===== src/rtl/serial_pkg.sv =====
// rtl/serial_pkg.sv - shared state encoding for the bit-serial serializer/deserializer pair
// Contents: state_t (ST_IDLE=1'b0, ST_SHIFT=1'b1), frame_len() helper.
package serial_pkg;

   typedef enum logic {
      ST_IDLE  = 1'b0,
      ST_SHIFT = 1'b1
   } state_t;

   // Bits on the wire for one word: data bits plus optional parity bit.
   function automatic int frame_len(input int width, input bit parity_en);
      return parity_en ? width + 1 : width;
   endfunction

endpackage


===== src/rtl/piso_serializer_frame_counter.sv =====
// rtl/piso_serializer_frame_counter.sv - bit position counter for one serial frame
// Ports: clk, rst (sync, active-high), clr (sync clear), load/load_val (preset),
//        en (advance), count (current bit index), last_bit (count == FLEN-1).
// Counts 0..FLEN-1 and holds at FLEN-1; it never wraps.
module frame_counter #(
   parameter int FLEN = 8,
   parameter int CW   = $clog2(FLEN + 1)
) (
   input  logic          clk,
   input  logic          rst,
   input  logic          clr,
   input  logic          load,
   input  logic [CW-1:0] load_val,
   input  logic          en,
   output logic [CW-1:0] count,
   output logic          last_bit
);

   assign last_bit = (count == CW'(FLEN - 1));

   always_ff @(posedge clk) begin
      if (rst || clr) begin
         count <= '0;
      end else if (load) begin
         count <= load_val;
      end else if (en && !last_bit) begin
         count <= count + CW'(1);
      end
   end

endmodule


===== src/rtl/piso_serializer.sv =====
// rtl/piso_serializer.sv - parallel-in/serial-out stage with valid/ready load and gap-free framing
// Ports: clk, rst (sync, active-high); par_in[WIDTH], load_valid -> load_ready (accept handshake);
//        ser_out, ser_valid, frame_start, done (all change on posedge clk only).
// Optional: `define PISO_PARITY_EN appends an even-parity bit after the data bits.
module piso_serializer
   import serial_pkg::*;
#(
   parameter int WIDTH      = 8,
   parameter int MSB_FIRST  = 1,
   parameter int IDLE_LEVEL = 0
) (
   input  logic             clk,
   input  logic             rst,
   input  logic [WIDTH-1:0] par_in,
   input  logic             load_valid,
   output logic             load_ready,
   output logic             ser_out,
   output logic             ser_valid,
   output logic             frame_start,
   output logic             done
);

`ifdef PISO_PARITY_EN
   localparam int FLEN = frame_len(WIDTH, 1'b1);
`else
   localparam int FLEN = frame_len(WIDTH, 1'b0);
`endif
   localparam int   CW       = $clog2(FLEN + 1);
   localparam logic IDLE_BIT = 1'(IDLE_LEVEL);

   state_t          state, state_nxt;
   logic [FLEN-1:0] shreg, shreg_nxt;
   logic [FLEN-1:0] frame;
   logic            ser_out_nxt;
   logic            frame_start_nxt;
   logic            done_nxt;
   logic [CW-1:0]   count;
   logic            last_bit;
   logic            accept;
   logic            cnt_en;
   logic            cnt_clr;

   // last_bit is only meaningful while shifting; in IDLE the counter sits at 0.
   assign load_ready = (state == ST_IDLE) || ((state == ST_SHIFT) && last_bit);
   assign accept     = load_valid && load_ready;
   assign ser_valid  = (state == ST_SHIFT);

   // Frame laid out so the bit to send first is always at the top; shifting left walks it out.
   always_comb begin
      frame = '0;
      for (int i = 0; i < WIDTH; i++) begin
         frame[FLEN-1-i] = (MSB_FIRST != 0) ? par_in[WIDTH-1-i] : par_in[i];
      end
`ifdef PISO_PARITY_EN
      frame[0] = ^par_in;
`endif
   end

   frame_counter #(
      .FLEN (FLEN),
      .CW   (CW)
   ) u_frame_counter (
      .clk      (clk),
      .rst      (rst),
      .clr      (cnt_clr),
      .load     (accept),
      .load_val ('0),
      .en       (cnt_en),
      .count    (count),
      .last_bit (last_bit)
   );

   always_comb begin
      state_nxt       = state;
      shreg_nxt       = shreg;
      ser_out_nxt     = IDLE_BIT;
      frame_start_nxt = 1'b0;
      done_nxt        = 1'b0;
      cnt_en          = 1'b0;
      cnt_clr         = 1'b0;

      case (state)
         ST_IDLE: begin
            state_nxt = ST_IDLE;
         end
         ST_SHIFT: begin
            if (last_bit) begin
               state_nxt = ST_IDLE;
               cnt_clr   = 1'b1;
            end else begin
               cnt_en      = 1'b1;
               ser_out_nxt = shreg[FLEN-1];
               shreg_nxt   = {shreg[FLEN-2:0], 1'b0};
               // Next cycle shows the final bit of the frame.
               done_nxt    = (count == CW'(FLEN - 2));
            end
         end
      endcase

      // An accept (from IDLE or on the last bit) overrides everything: new frame starts next cycle.
      if (accept) begin
         state_nxt       = ST_SHIFT;
         ser_out_nxt     = frame[FLEN-1];
         shreg_nxt       = {frame[FLEN-2:0], 1'b0};
         frame_start_nxt = 1'b1;
         done_nxt        = 1'b0;
         cnt_en          = 1'b0;
         cnt_clr         = 1'b0;
      end
   end

   always_ff @(posedge clk) begin
      if (rst) begin
         state       <= ST_IDLE;
         shreg       <= '0;
         ser_out     <= IDLE_BIT;
         frame_start <= 1'b0;
         done        <= 1'b0;
      end else begin
         state       <= state_nxt;
         shreg       <= shreg_nxt;
         ser_out     <= ser_out_nxt;
         frame_start <= frame_start_nxt;
         done        <= done_nxt;
      end
   end

endmodule


===== config.mk =====
export PLATFORM = sky130hd
export DESIGN_NAME = piso_serializer
export DESIGN_NICKNAME = d
export VERILOG_FILES = /design/src/rtl/serial_pkg.sv /design/src/rtl/piso_serializer_frame_counter.sv /design/src/rtl/piso_serializer.sv
export SDC_FILE = /design/constraint.sdc
export NUM_CORES = 1
export LEC_CHECK = 0
export CAP_MARGIN = 15
export CELL_PAD_IN_SITES_DETAIL_PLACEMENT = 2
export CELL_PAD_IN_SITES_GLOBAL_PLACEMENT = 2
export CORE_UTILIZATION = 30
export DETAILED_ROUTE_END_ITERATION = 8
export GPL_ROUTABILITY_DRIVEN = 0
export PLACE_DENSITY = 0.73
export SYNTH_ARGS = -nofsm -noshare
export SYNTH_HDL_FRONTEND = slang
export SYNTH_SLANG_ARGS = --single-unit

===== constraint.sdc =====
create_clock -name clk -period 1.8 [get_ports clk]
set_clock_uncertainty 0.05 [all_clocks]
set_input_delay 0.18 -clock clk [delete_from_list [all_inputs] [get_ports clk]]
set_output_delay 0.18 -clock clk [all_outputs]
set_load 0.01 [all_outputs]

==> results of run 1 <==
-- power by group through the flow --
stage | registers [mW] | logic [mW] | clock network (mW)
6_report | 0.366 | 0.121 | 0.190
5_1_grt | 0.368 | 0.132 | 0.215
2_1_floorplan | 0.370 | 0.0708 | 0
4_1_cts | 0.366 | 0.124 | 0.205
3_5_place_dp | 0.372 | 0.124 | 0
3_3_place_gp | 0.371 | 0.122 | 0
-- worst max path at each step --
stage	cells after the start	slack [ns]	end
finish	1	0.19	ser_valid
global route	1	0.13	ser_valid
CTS	1	0.17	ser_valid
detailed placement	4	0.1	load_ready
global placement	4	0.18	load_ready
floorplan	5	0.51	shreg[2]
-- routing by layer --
layer	vias up	global-route usage [%]	routed length (um)
li1	296	-	-
met5	-	0	0
met2	10	25.66	868
met4	0	6.757	0
met1	284	17.63	776
met3	0	2.679	66
-- layout make-up --
cell class | instances | area [um^2]
clock buffers | 4 | 26.28
inverters | 3 | 11.26
fillers | 263 | 1303
well taps | 28 | 35.03
flip-flops and latches | 15 | 302.8
multi-input cells | 47 | 390.4
repair buffers | 20 | 186.4
-- cells by family (layout without fill, tap and decap cells) --
kind of cell    after synthesis  in the layout  synth area share, %
flops                        15             15                41.24
simple gates                 23             23                19.07
compound gates               15             15                19.76
buf+inv                       8             27                6.872
fa+ha+maj                     2              2                3.436
mux                           7              7                9.622
-- worst reg2reg max path, cell delays in order, from the launching register on --
cell and delay, ns:
dfxtp_1 0.50, buf_4 0.20, nand4_2 0.11, or3_1 0.34
a21oi_2 0.12
-- sequential cells by signal, summed over array words and instances, names as in the netlist --
signal and cells:
ser_valid 1, ser_out 1, done 1, shreg 7, frame_start 1, u_frame_counter.count 4
-- synthesized netlist by cell type --
master	number	area share [%]
nor3_1	6	4.1
nand2b_1	1	0.86
a211oi_1	1	1.0
buf_4	3	3.1
inv_1	3	1.5
nand2_1	1	0.51
o31ai_2	2	3.4
a21oi_2	1	1.2
o21ai_1	1	0.69
nand4_2	1	1.7
a211oi_2	6	10
mux2i_1	7	9.6
dfxtp_1	15	41
buf_6	1	1.5
nand3_1	4	2.7
and3b_1	1	1.2
nand3b_1	1	1.0
nor2b_1	1	0.86
nor2_1	3	1.5
ha_1	2	3.4
a21oi_1	3	2.1
buf_2	1	0.69
nand4b_1	1	1.2
o211ai_1	1	1.0
and3_1	1	0.86
or3_1	1	0.86
nand3b_2	1	1.5
-- stage by stage --
stage               util (%)  power, mW  hold WS [ns]  cell area (um^2)
finish                 42.23     0.6769        0.4587             952.2
global route           42.23     0.7148        0.4590             952.2
CTS                    42.23     0.6950        0.4532             952.2
detailed placement     40.46     0.4960        0.4486             912.1
global placement       40.46     0.4930        0.4522             912.1
floorplan                  -     0.4408        0.1946             728.2
==> metrics list, run 1 <==
- Number of resized instances in the post-cts repair step: 5
- Number of vias per cell after detailed routing: 5.043
- IO Pins: 16
* Number of nets produced by synthesis: 83
- The worst register-to-register path has a setup slack of 0.42 ns.
* Antenna violations before repair: 0
- For this configuration, the core starts out at a cell density of 32.30%.
- Sequential cells were found to cover 41.24% of the synthesized design area.
- Number of violations reported at the end of detailed-routing iteration 0: 2
- Aggregate negative setup slack: 0 ns
* Max-Cap Viols: 0
- The worst path uses 89.33% of the clock period.
- Summed over all nets, the half-perimeter wirelength after detailed placement is 1293 um.
- Design internal power: 0.5020 mW
- CTS built an H-tree with a depth of 1.
- Floorplan Core Area: around 2300 um^2
* Port Buffers: 15
* Area growth from synthesis to final layout: 30.76%
- In the routed design, unresolved DRC markers number 0.
- The critical path goes through clkdlybuf4s50_1.
* Worst-case clock buffer depth: 2
- Derived from the worst setup path, the maximum achievable clock frequency is 621.9 MHz.
- Die Area: around 2600 um^2
- Kind of start point of the critical path: register
* Final wirelength: roughly 1700 um
- OpenSTA, run right after detailed placement, puts the worst setup slack at slightly below 0.1 ns.
* Shortest clock period the worst path allows after layout: 1.608 ns
- In this run the critical register-to-register path is launched from ser_valid.
* Worst setup slack after layout: ~0.19 ns
- Cell count after placement: around 110
- Number of max-slew violations in the final report: 0
- For this run, the number of Yosys warnings is 0.
* Relative contribution of sequential cells to total power: 54.0%
- Number of setup buffers added after CTS: 0
- On the critical path the largest part of the delay comes from buffers and inverters.
- Cells with a size suffix above 1 make up 24.72% of the layout.
* Number of distinct library cells after synthesis: 27
- The number of hold buffers added after CTS was 0.
* Worst reg-to-reg path cell count: 4
- Mean Syn Cell Area: between 10 and 15 um^2
- The top cell types in the final layout, fill and taps aside, are clkdlybuf4s50_1, dfxtp_1, mux2i_1.
* Instance count of the mapped netlist: 70
- Vertical extent of the die: 51.27 um
* Worst slew margin relative to its limit: approximately 76%
- Net switching fraction of the power: approximately a quarter
* Sort of element at the end of the critical path: primary output
* Share of total power in combinational logic: 17.9%
* Gr usage total: 14.83%
- The flow ran to the end, and the final reports show no timing, DRC or antenna violations.
* Total number of clock tree sinks: 15
- Total grt overflow: 0
* CTS buffer count: 3
- Worst stage delay on the critical path: approximately 0.60 ns
- In this run the critical register-to-register path is captured at u_frame_counter.count[3].
* Worst IR drop on VDD: 0.2621 mV
- Data required time of the worst path: 1.57 ns
- Worst min-delay path class: register to register
- Hold violation count in the final report: 0
- Post-layout nets: 103
- Synthesis-stage register bit count: 15
- Data on the critical path arrives at its endpoint at around 1.4 ns.
- CTS clock-pin slew for the worst setup and hold paths: 0.09 ns
- Via count of the first global-routing pass: around 630
* Worst-path cell with the longest stage delay: clkdlybuf4s50_1
* Total via count in the routed design: 590
- The worst hold path was traced through 2 stages.
- Along the worst path, the maximum fanout reaches 9.
- Worst-Margin Slew: 0.3606 ns
- The die is 51.27 um wide.
- Power density over the cells: around 710 nW/um^2
- Row cnt: 17
- Tracing the worst setup path back leads to its startpoint at ser_valid.
- In this run the cell area of the synthesized design comes to around 730 um^2.
- For hold timing, the worst endpoint is ser_out.
- Counting both buffers and inverters, the worst setup path holds a total of 1.
- The count of cells in the finished layout, fillers not included, comes to 117.
* Clock group share of total power: ~28%
* WS Path Type: register to primary output
* Number of iterations in the first detailed-routing pass: 2
- RSZ-0062 raised after global routing: false
* Final ANT Viol Nets: 0
- The number of antenna diodes in the final layout is 0.
* Commonest non-fill, non-tap cell in the layout: clkdlybuf4s50_1
- The tree is rooted in a clkbuf_4.
- Clock latency on the worst-skew pair, taken at its later pin, is between 0.2 and 0.3 ns.
- Hold path startpoint: shreg[7]
- In the final routed layout, each cell accounts on average for 14.62 um.
- Wire length of the first global-routing pass: 2884 um
* Sw power: around 0.17 mW
- Leakage power: about 0.36 nW
- Number of setup violations in the final report: 0
- TritonCTS clock tree: done
* Pin count of the biggest net entering global routing: 13
Power figures use the tool's default switching activity.
==> inputs of run 2 (changes only) <==
--- a/config.mk
+++ b/config.mk
@@ -12,6 +12,7 @@
 export DETAILED_ROUTE_END_ITERATION = 8
 export GPL_ROUTABILITY_DRIVEN = 0
 export PLACE_DENSITY = 0.73
+export SETUP_SLACK_MARGIN = 0.4
 export SYNTH_ARGS = -nofsm -noshare
 export SYNTH_HDL_FRONTEND = slang
 export SYNTH_SLANG_ARGS = --single-unit
==> run 2 against run 1 <==
Core utilization increased by 2.7 points. Routed wire length grew 13%. Sequential power hardly changed. Largest power group unchanged. Highest routed layer unchanged. Final area up 6.3%.
==> metrics list, run 2 (synthesis gave the netlist of run 1 again) <==
- Worst-Margin Slew: 0.3667 ns (+0.006045 ns)
- The average detailed-routed wire length per instance was 16.16 um (+11%).
- The required time at the worst-slack endpoint is 1.92 ns (+0.35 ns).
* Leakage power: 0.4396 nW (+21%)
* Count of unresolved DRC violations after routing: 0 (unchanged)
- The die height was 51.27 um (unchanged).
- The deepest clock path buffer count came to 2 (unchanged).
* Power density over the cells: 678.3 nW/um^2 (-4.6%)
- The die outline width came to 51.27 um (unchanged).
- Area growth from synthesis to final layout: 39.00%
* Capturing element of the worst setup path: shreg[7]
- TritonCTS clock tree: done
* Post-DP HPWL: 1293 um (unchanged)
* WS Path Type: register to register
- The TritonCTS sink count was 15 (unchanged).
* CTS clock-pin slew for the worst setup and hold paths: 0.09 ns (about the same)
- Multi-input logic area: 422.9 um^2 (+8.3%)
- Worst-path cell with the longest stage delay: dfxtp_4
- Worst reg-to-reg path cell count: 5 (+1)
- The maximum level of the CTS H-tree is 1 (unchanged).
* Wire length of the first global-routing pass: 3167 um (+9.8%)
* Critical path data arrival time: 1.52 ns (+0.14 ns)
* Sort of element at the end of the critical path: register
- Worst-case register-to-register setup slack: 0.40 ns (-0.02 ns)
* Max-Cap Viols: 0 (unchanged)
- Chain of cells forming the critical path: ha_4, buf_4, and3b_2, nor3_1, a211oi_2
* Number of filler cells placed in the layout: 254 (-3.4%)
* Worst slack on hold paths: 0.4583 ns (-0.0004430 ns)
- Commonest non-fill, non-tap cell in the layout: clkdlybuf4s50_1
- Final worst-path cycle share: 77.90% (-11 points)
- Logic depth of the worst path, buffers included: 5 (+4)
- In this design, the largest share of critical-path delay is due to simple AND/OR/NAND/NOR gates.
* Starting utilization of the core area: 32.30% (unchanged)
* Worst IR drop on VDD: 0.2402 mV (-8.4%)
- The largest registers in the layout are shreg (7), u_frame_counter.count (4).
- Maximum operating frequency: 713.2 MHz (+15%)
- Kind of start point of the critical path: register
- The tree is rooted in a clkbuf_4.
* Worst slew margin relative to its limit: 75.48% (-0.40 points)
- Reg-to-Reg End: shreg[7]
* Number of max-slew violations in the final report: 0 (unchanged)
* Final wirelength: 1939 um (+13%)
* Reg-to-reg startpoint: u_frame_counter.count[1]
* Port Buffers: 15 (unchanged)
* CTS buffer count: 3 (unchanged)
- The final-report hold violation count is 0 (unchanged).
* Worst setup startpoint: u_frame_counter.count[1]
* Worst min-delay path class: input port to register
* Register bank with the most flops: shreg
- Floorplan Core Area: 2255 um^2 (unchanged)
- Final ANT Viol Nets: 0 (unchanged)
- Number of violations reported at the end of detailed-routing iteration 0: 1 (-1)
- RSZ-0062 raised after global routing: true
* Via count of the first global-routing pass: 660 (+4.6%)
- The flow ran to the end, and the final reports show no timing, DRC or antenna violations.
* Count of buffer and inverter cells on the critical path: 1 (unchanged)
- The total number of nets in the final design is 106 (+2.9%).
- Number of setup violations in the final report: 0 (unchanged)
- The number of antenna violations at the first check in global routing is 0 (unchanged).
- Post-layout utilization of the core: 44.89% (+2.7 points)
- Flip-flop count of the largest register after layout: 7 (unchanged)
- Clock latency at the later pin of the worst-skew pair: 0.28 ns (about the same)
- Gr usage total: 16.32% (+1.5 points)
- Pin count of the biggest net entering global routing: 13 (unchanged)
* Total grt overflow: 0 (unchanged)
- Aggregate negative setup slack: 0 ns (unchanged)
- Overall Power: 0.6866 mW (+1.4%)
- The ratio of routed vias to standard cells is 5.142 (+2.0%).
- Antenna diode instance count: 0 (unchanged)
- The flip-flop and latch area is 310.3 um^2 (+2.5%).
- The die outline area was 2628 um^2 (unchanged).
- Number of iterations in the first detailed-routing pass: 2 (unchanged)
* IO Pins: 16 (unchanged)
- Row cnt: 17 (unchanged)
* Worst stage delay on the critical path: 0.36 ns (-0.24 ns)
* Shortest clock period the worst path allows after layout: 1.402 ns (-0.2058 ns)
- The share of final-layout standard cells stronger than drive strength 1 was 36.96% (+12 points).
- The largest fanout of any net on the critical path came to 7 (-2).
- The via total after detailed routing is 617 (+4.6%).
- Highest-count cells in the layout ignoring fill and taps: clkdlybuf4s50_1, dfxtp_1, buf_4
## run 2: power breakdown
part / internal (mW) / switching, mW / leakage, nW
logic: 0.0681 / 0.0607 / 0.299
clock network: 0.0858 / 0.106 / 0.0150
registers: 0.350 / 0.0153 / 0.126
## run 2: cell type report
cell class / count / share of cell area (%)
multi-input combinational: 47 / 41.78
sequential: 15 / 30.66
clock buffer: 4 / 2.596
timing repair buffer: 23 / 20.40
tap: 28 / 3.461
inverter: 3 / 1.112
## run 2: per-layer routing
metal  part of all wire [%]  up-vias  wire [um]  GRT usage, %
met5                      0        -          0             0
met4                      0        0          0         5.405
met3                    3.4        0         66         2.679
met2                     51       10        993         27.85
met1                     45      307        880         20.68
li1                       -      300          -             -
## run 2: worst reg2reg max path: cells and delay by family, from the launching register on
family          cells  cell delay (ns)
compound gates      1             0.07
fa+ha+maj           1             0.17
simple gates        2             0.49
flops               1             0.36
buf+inv             1             0.15
## run 2: worst min path at each step
stage	from	endpoint	slack, ns	depth (start not counted)
3_5_place_dp	shreg[7]	ser_out	0.45	2
3_3_place_gp	u_frame_counter.count[3]	u_frame_counter.count[3]	0.45	2
2_1_floorplan	rst	shreg[5]	0.19	1
6_report	par_in[7]	ser_out	0.46	3
4_1_cts	par_in[7]	ser_out	0.45	3
5_1_grt	par_in[7]	ser_out	0.46	3
## run 2: timing repair
action | CTS | global route
setup buffers | 3 | 0
cloned | 0 | 0
gates resized for setup | 14 | 7
hold buffers | 0 | 0
setup endpoints to repair | 13 | 9
pin swaps | 1 | 0
## run 2: metrics by stage
stage,worst slack (ns),instance area [um^2],cells
2_1_floorplan,0.5120,728.2,70
3_3_place_gp,0.1784,912.1,113
3_5_place_dp,0.09927,912.1,113
4_1_cts,0.3460,998.5,120
5_1_grt,0.3564,1012,120
6_report,0.3979,1012,120
==> inputs of run 3 (changes only) <==
==> constraint.sdc (replaced) <==
create_clock -name clk -period 1.3 [get_ports clk]
set_clock_uncertainty 0.05 [all_clocks]
set_input_delay 0.13 -clock clk [delete_from_list [all_inputs] [get_ports clk]]
set_output_delay 0.13 -clock clk [all_outputs]
set_load 0.01 [all_outputs]
==> run 3 against run 2 <==
Core utilization up 7.0 points. Final cell count up 7.5%. Non-clock buffer count up 9. Setup slack worse by 0.36 ns. Clock power up 48%. Clock-buffer cell count unchanged. Critical path type is now register to primary output.
==> metrics list, run 3 (synthesis gave the netlist of run 1 again) <==
* Run status: complete, no violations
- Data required time of the worst path: 1.12 ns (-0.80 ns)
- The buffering stage count on the worst path with inverters included came to 1 (unchanged).
- The slowest stage of the critical path is the dfxtp_2 cell.
* Number of violations reported at the end of detailed-routing iteration 0: 2 (+1)
- Worst-Margin Slew: 0.3395 ns (-0.02721 ns)
* Sort of element at the end of the critical path: primary output
- Ratio of cells with drive above 1 in the final layout: 55.45% (+18 points)
- Wire length of the first global-routing pass: 3815 um (+20%)
- The die height came to 51.27 um (unchanged).
* Final worst-path cycle share: 97.37%
- Final wirelength: 2597 um (+34%)
* Row cnt: 17 (unchanged)
- RSZ-0062 raised after global routing: true
- The register with the most flip-flops in the final layout is shreg.
- The number of buffer cells added on primary ports was 15 (unchanged).
- The worst hold path terminates at ser_out.
* Hold Path Stages: 3 (unchanged)
* Crit-path max FO: 4 (-3)
- The largest vdd supply drop is 0.4732 mV (+97%).
* Registers with the highest flip-flop counts: shreg (7), u_frame_counter.count (4)
- Final ANT Viol Nets: 0 (unchanged)
- The ratio of routed vias to standard cells is 5.140 (about the same).
* Worst min-delay path class: input port to register
- Worst slack on hold paths: 0.4228 ns (-0.03542 ns)
- The DRC violation count after routing was 0 (unchanged).
* Post-DP HPWL: 1548 um (+20%)
* Power density over the cells: 867.4 nW/um^2 (+28%)
- Worst-case clock buffer depth: 2 (unchanged)
- The post-place instance area came to 1008 um^2 (+11%).
- Floorplan Core Area: 2255 um^2 (unchanged)
* Number of filler cells placed in the layout: 239 (-5.9%)
* Worst reg-to-reg path cell count: 4 (-1)
* Kind of start point of the critical path: register
- The number of standard cells in the layout, taps in and fillers out came to 129 (+7.5%).
- Cell count after placement: 118 (+4.4%)
- Overall Power: 1.015 mW (+48%)
- Max H-tree Level: 1 (unchanged)
- Maximum operating frequency: between 700 and 800 MHz
- The hold-fix buffer count after cts came to 0 (unchanged).
- Total via count in the routed design: 663 (+7.5%)
* Total grt overflow: 0 (unchanged)
- Flip-flop count of the largest register after layout: 7 (unchanged)
- CTS buffer count: 3 (unchanged)
- The die outline area was 2628 um^2 (unchanged).
- The final-report hold violation count came to 0 (unchanged).
- The post-placement worst setup slack is -0.08674 ns (-0.1860 ns).
- Detailed-route wire length per cell: 20.13 um (+25%)
- Hold path startpoint: par_in[7]
- Shortest clock period the worst path allows after layout: 1.266 ns
- Number of setup violations in the final report: 0 (unchanged)
- The tree is rooted in a clkbuf_4.
- CTS clock-pin slew for the worst setup and hold paths: 0.09 ns (about the same)
- WS Path Type: register to primary output
* TritonCTS clock tree: done
* Area growth from synthesis to final layout: 60.65%
- The total non-filler cell area in the finished layout came to 1170 um^2 (+16%).
- Starting utilization of the core area: 32.30% (unchanged)
* Gr usage total: 20.51% (+4.2 points)
- The endpoint identified for the worst register-to-register timing path is ser_out.
- The worst register-to-register path begins at u_frame_counter.count[0].
* Max-Cap Viols: 0 (unchanged)
- The library cell used most frequently in the layout, excluding fill and tap cells, is buf_4.
- Leakage power: 0.5037 nW (+15%)
- The number of antenna violations at the first check in global routing came to 0 (unchanged).
- The clock insertion delay at the later pin of the skew report came to 0.29 ns (about the same).
- The peak per-stage delay on the critical path was 0.36 ns (about the same).
- Post-layout nets: 115 (+8.5%)
- Chain of cells forming the critical path: ha_4, nand3b_4, nand2_2, buf_6
- The number of I/O pins was 16 (unchanged).
- The register-to-register path setup slack came to 0.03 ns (-0.36 ns).
* Via count of the first global-routing pass: 761 (+15%)
- The worst path setup slack after routing is 0.03414 ns (-0.3637 ns).
- Highest-count cells in the layout ignoring fill and taps: buf_4, dfxtp_1, clkdlybuf4s50_1
- The TritonCTS sink count is 15 (unchanged).
* Number of max-slew violations in the final report: 0 (unchanged)
- Critical path data arrival time: 1.09 ns (-0.43 ns)
- Antenna diode instance count: 0 (unchanged)
* Die boundary width: 51.27 um (unchanged)
- Family of cells with the greatest summed delay on the critical path: flip-flops
- The pin count of the biggest net entering global routing is 13 (unchanged).
* Worst slew margin relative to its limit: 76.72% (+1.2 points)
- The number of detailed-routing iterations run before antenna repair is 4 (+2).
[run 3: cell count changes in the layout (fill, tap and decap cells not counted), sizes merged]
cell / delta
dlygate4sd2: -1
buf: +13
dlymetal6s2s: -1
clkdlybuf4s50: -2
[run 3: stage by stage]
stage / TNS (ns) / utilization [%]
final: 0 / 51.89
after global placement: -0.07890 / 44.73
after detailed placement: -0.4967 / 44.73
after global routing: -0.003614 / 51.89
after floorplan: 0 / -
after CTS: 0 / 49.50
[run 3: how the worst max path moves through the flow]
stage,startpoint,to,slack [ns],cells past startpoint
detailed placement,u_frame_counter.count[1],load_ready,-0.09,4
floorplan,u_frame_counter.count[0],ser_out,0.11,5
CTS,u_frame_counter.count[0],ser_out,0.04,4
finish,u_frame_counter.count[1],load_ready,0.03,4
global route,u_frame_counter.count[1],load_ready,-0.004,4
global placement,u_frame_counter.count[1],load_ready,-0.06,4
[run 3: layer usage]
metal  GRT usage, %  wire length [um]  part of all wire, %  vias to the layer above
met5              0                 0                    0                        -
met4          5.405                32                  1.2                        0
met3          3.571                52                  2.0                        4
met2          39.69              1405                   54                       10
met1          22.58              1106                   43                      330
li1               -                 -                    -                      319
[run 3: worst reg2reg max path, delay by kind of cell, from the launching register on]
family                   cells  cell delay (ns)
AO/OA/AOI/OAI                2             0.31
flip-flops                   1             0.35
AND/OR/NAND/NOR              1             0.28
adder cells (fa/ha/maj)      1             0.17
[run 3: final cells by class]
cell class	count	area (um^2)	share of cell area [%]
inverters	3	11.26	0.9626
multi-input cells	47	486.7	41.60
repair buffers	32	299.0	25.56
clock buffers	4	26.28	2.246
well taps	28	35.03	2.995
flip-flops and latches	15	311.5	26.63
[run 3: power breakdown]
part	internal [mW]	total, mW	switching (mW)	leakage (nW)
registers	0.485	0.507	0.0225	0.126
logic	0.115	0.223	0.108	0.363
clock network	0.119	0.284	0.165	0.0150
[run 3: what timing repair did]
item / in CTS / in global routing
endpoints found under the setup margin: 20 / 20
resized for setup: 33 / 11
pin swaps: 12 / 9
buffers inserted: 6 / 1
